<file path="src/rtl/bitstream_decimator.sv">
// Bitstream decimator: counts ones over back-to-back windows of 2^LOG2_OSR
// accepted bits and hands each count downstream through a valid/ready hold register.
module bitstream_decimator #(
    parameter int unsigned LOG2_OSR = 6
) (
    input  logic              clk,
    input  logic              rst,
    input  logic              en,
    input  logic              bit_in,
    input  logic              bit_valid,
    output logic [LOG2_OSR:0] sample_out,
    output logic              sample_valid,
    input  logic              sample_ready,
    output logic              overrun,
    input  logic              clr_ovr,
    output logic              busy
);

    localparam int unsigned SW  = LOG2_OSR + 1;
    localparam int unsigned OSR = 1 << LOG2_OSR;

    typedef enum logic {
        IDLE  = 1'b0,
        ACCUM = 1'b1
    } state_t;

    state_t              state;
    state_t              state_nxt;
    logic [LOG2_OSR-1:0] bit_cnt;
    logic [SW-1:0]       ones_cnt;
    logic                accept_c;
    logic                win_end_c;
    logic                xfer_c;
    logic [SW-1:0]       result_c;

    // State register
    always_ff @(posedge clk) begin
        if (!rst) begin
            state <= IDLE;
        end else begin
            state <= state_nxt;
        end
    end

    // Next-state logic
    always_comb begin
        state_nxt = state;
        case (state)
            IDLE:    if (en)  state_nxt = ACCUM;
            ACCUM:   if (!en) state_nxt = IDLE;
            default: state_nxt = IDLE;
        endcase
    end

    // Acceptance and window-end decode; IDLE with en=1 accepts so entry costs no cycle
    always_comb begin
        accept_c  = 1'b0;
        win_end_c = 1'b0;
        xfer_c    = sample_valid & sample_ready;
        result_c  = ones_cnt + SW'(bit_in);
        if (state_nxt == ACCUM) begin
            accept_c = bit_valid;
        end
        win_end_c = accept_c && (bit_cnt == LOG2_OSR'(OSR - 1));
    end

    // Window counters; dropping en clears any partial window
    always_ff @(posedge clk) begin
        if (!rst || !en) begin
            bit_cnt  <= '0;
            ones_cnt <= '0;
        end else if (accept_c) begin
            bit_cnt <= bit_cnt + LOG2_OSR'(1);
            if (win_end_c) begin
                ones_cnt <= '0;
            end else begin
                ones_cnt <= result_c;
            end
        end
    end

    // Output hold register, overrun flag and busy
    always_ff @(posedge clk) begin
        if (!rst) begin
            sample_out   <= '0;
            sample_valid <= 1'b0;
            overrun      <= 1'b0;
            busy         <= 1'b0;
        end else begin
            busy <= (state_nxt == ACCUM);
            if (win_end_c && (!sample_valid || xfer_c)) begin
                sample_out   <= result_c;
                sample_valid <= 1'b1;
            end else if (xfer_c) begin
                sample_valid <= 1'b0;
            end
            // A new drop outranks a simultaneous clear
            if (win_end_c && sample_valid && !xfer_c) begin
                overrun <= 1'b1;
            end else if (clr_ovr) begin
                overrun <= 1'b0;
            end
        end
    end

endmodule

</file>
<file path="config.mk">
export PLATFORM = sky130hd
export DESIGN_NAME = bitstream_decimator
export DESIGN_NICKNAME = d
export VERILOG_FILES = /design/src/rtl/bitstream_decimator.sv
export SDC_FILE = /design/constraint.sdc
export NUM_CORES = 1
export LEC_CHECK = 0
export ABC_AREA = 1
export CORE_AREA = 2 2 48 50
export DETAILED_ROUTE_END_ITERATION = 10
export DIE_AREA = 0 0 50 52
export PLACE_DENSITY = 0.73
export SLEW_MARGIN = 40
export SYNTH_ARGS = -nofsm -noshare
export SYNTH_HDL_FRONTEND = slang
export SYNTH_SLANG_ARGS = --single-unit
</file>
<file path="constraint.sdc">
create_clock -name clk -period 1.6 [get_ports clk]
set_input_delay 0.24 -clock clk [delete_from_list [all_inputs] [get_ports clk]]
set_output_delay 0.24 -clock clk [all_outputs]
set_load 0.05 [all_outputs]
</file>
==> flow_summary_export.csv <==
group,metric,value,unit
placed_design,dpl.hpwl,1500,µm
drt,routedWlPerCell,10.5,µm
global_routing,grt_max_degree,14,
placed_design,pre_cts_slack,-0.0980,ns
placed_design,globalplace.congestion,0.799,
yosys,yosysTopAreaCellShare,45.9,%
worst_setup_path,setup.worst_path.start_class,"input pin",
die,initial_core_util,47.6,%
drt,drt_iter0_markers,8,
global_routing,antenna_found_initial,0,
worst_setup_path,r2r-start,"bit_cnt[0]$_SDFFE_PP0P_",
worst_setup_path,cp.arrival,1.57,ns
yosys,syn_area,1000,µm²
drt,routed_wl,1940,µm
drt,vias_per_cell,4.70,
sta,skew,0.00416,ns
placed_design,io_buffers,16,
sta,layout_setup_ws,0.247,ns
worst_setup_path,worstSetupEndpointType,"flop",
cells_and_area,post-route-cell-area,1230,µm²
yosys,synth_ff_type,"dfxtp_1",
worst_setup_path,path_class,"in2reg",
drt,drc,0,
worst_setup_path,rrSetupSlack,0.29,ns
hold_path,holdPathStages,2,
placed_design,placed_area,1200,µm²
global_routing,track_usage,17.6,%
yosys,synth_edf_count,0,
clock_network,cts_tree,"done",
die,core,2110,µm²
power,peakVddDrop,484,µV
worst_setup_path,path_max_fanout,3,
clock_network,clockRootBuffer,"clkbuf_4",
run_status,status,"finished, final reports clean",
yosys,synth_cell_types,21,
worst_setup_path,timing.rr.end,"sample_out[0]$_SDFFE_PN0P_",
clock_network,htreeDepth,1,
cells_and_area,multi_input_area,477,µm²
job,maxCapViolCount,0,
clock_network,clk_pin_slew,0.13,ns
sta,final_max_slew_viol_count,0,
yosys,synthTopCellsByCount,"31 x nand2_1, 23 x dfxtp_1, 22 x nor2_1",
worst_setup_path,cp_data_required_time,1.81,ns
sta,setup_violations,0,
die,die_width,50,µm
worst_setup_path,path_common_cell,"nand2_1",
yosys,yosys-top-cells-area,"dfxtp_1 46%, nand2_1 12%, nor2_1 8.2%",
worst_setup_path,crit_slowest_cell,"clkdlybuf4s50_1",
clock_network,clkSinkCount,23,
hold_path,hold_class,"reg2reg",
yosys,yosys_warnings,0,
yosys,async_reset_ff_share,0,%
clock_network,ctsLongestPathBuffers,2,
sta,fin_crit_sh,84.6,%
cells_and_area,nets,168,
sta,fin_tns_setup,0,ns
cells_and_area,regArea,460,µm²
sta,hold_violations,0,
worst_setup_path,path_cells,"clkdlybuf4s50_1 > ha_1 > ha_1 > nand2_1 > nor2_1 > nand2_1 > nand2_1 > nand2_1 > nor2_1 > nor2_1",
global_routing,grt_pass1_wl,3480,µm
hold_path,holdCritStartpoint,"bit_cnt[5]$_SDFFE_PP0P_",
yosys,yosysMostFrequentCell,"nand2_1",
clock_network,cts_made_buffers,3,
die,dieArea,2600,µm²
cells_and_area,num-fill-cells,207,
worst_setup_path,cpPeakStageDelay,0.46,ns
cells_and_area,drive_above_1_share,16.6,%
global_routing,grt_pass1_vias,894,
cells_and_area,post-route-util,58.3,%
yosys,yosysSeqAreaShare,45.9,%
worst_setup_path,path_buf_inv,1,
drt,ant_nets,0,
clock_network,cts_hold_buf,0,
cells_and_area,area_growth,22.6,%
sta,rsz0062_at_grt,"no",
worst_setup_path,r2r_cells,8,
hold_path,hold_end,"bit_cnt[5]$_SDFFE_PP0P_",
die,die_y,52,µm
drt,dr_total_vias,870,
power,p_per_area,739,nW/µm²
clock_network,cts_resized,0,
sta,period_needed,1.35,ns
clock_network,worstSkewPairLatency,0.30,ns
power,p_leak,0.551,nW
sta,max_freq,739,MHz
cells_and_area,num_antenna_cells,0,
die,rows,17,
die,ios,17,
yosys,yosysTopAreaCell,"dfxtp_1",
yosys,syn-num-nets,144,
yosys,synthCells,134,
yosys,synth_seq_cells,23,
drt,dr.pass1.iters,3,
clock_network,cts_setup_buffers,0,
power,finalPower,0.908,mW
yosys,syn_area_per_cell,7.48,µm²
sta,relSlewSlack,74.6,%
worst_setup_path,path_delay_family,"simple AND/OR/NAND/NOR gates",
global_routing,globalRouteOverflowTotal,0,
sta,worst_pin_slew,0.380,ns
[worst min-delay path: stages (launching register included)]
cell and delay [ns]:
dfxtp_1 0.33, inv_1 0.05, a21oi_1 0.05
[cell usage in the layout, fill, tap and decap left out]
| cell | instances |
|---|---|
| a21oi_1 | 12 |
| buf_4 | 15 |
| clkbuf_4 | 3 |
| clkdlybuf4s50_1 | 6 |
| clkinv_2 | 1 |
| dfxtp_1 | 23 |
| ha_1 | 3 |
| inv_1 | 13 |
| inv_2 | 2 |
| nand2_1 | 31 |
| nand2_2 | 2 |
| nand3_1 | 3 |
| nand3_4 | 1 |
| nand3b_1 | 1 |
| nor2_1 | 22 |
| nor2_4 | 2 |
| nor3_1 | 1 |
| nor3b_1 | 1 |
| o21a_1 | 1 |
| o21ai_0 | 9 |
| o21ai_1 | 1 |
| xnor2_1 | 3 |
| xor2_1 | 1 |
[registers in the layout (all words and copies together), names as in the netlist]
name,flops
bit_cnt,6
sample_valid,1
sample_out,7
overrun,1
busy,1
ones_cnt,7
[through the flow]
step / cells / hold slack [ns]
6_report: 185 / 0.458
3_5_place_dp: 181 / 0.446
5_1_grt: 185 / 0.484
3_3_place_gp: 181 / 0.431
2_1_floorplan: 134 / 0.372
4_1_cts: 185 / 0.465
[area by class of cell]
class / instances / share of cell area, %
multi-input combinational: 94 / 38.8
inverter: 15 / 4.58
timing repair buffer: 21 / 14.1
clock buffer: 3 / 1.83
sequential: 23 / 37.5
tap: 28 / 2.85
clock inverter: 1 / 0.407
[power by group]
group	total (mW)	internal, mW	switching, mW
combinational	0.0635	0.0297	0.0338
clock	0.264	0.0932	0.171
sequential	0.580	0.577	0.00294
[worst max-delay path by stage]
stage	to	start	depth (start not counted)	slack, ns
final	sample_out[6]$_SDFFE_PN0P_	bit_in	10	0.25
after global placement	sample_out[6]$_SDFFE_PN0P_	bit_in	10	-0.06
after CTS	sample_out[6]$_SDFFE_PN0P_	bit_in	10	0.24
after global routing	sample_out[0]$_SDFFE_PN0P_	bit_cnt[0]$_SDFFE_PP0P_	8	0.09
after detailed placement	sample_out[6]$_SDFFE_PN0P_	bit_in	10	-0.1
after floorplan	sample_out[4]$_SDFFE_PN0P_	sample_valid$_SDFFE_PN0P_	6	0.27
[metal layers]
metal	track usage (%)	wire [µm]
met1	19.3	922
met2	32.2	963
met3	3.74	40
met4	8.33	10
met5	0	0
[cells by family after synthesis]
kind of cell,after synthesis,share of synthesized area [%]
and+or+nand+nor,64,28.6
AOI/OAI and AO/OA,23,11.7
DFF,23,45.9
buffers and inverters,17,6.49
xor gates and xnor gates,4,3.50
adders and majority gates,3,3.75
Power figures use the tool's default switching activity.
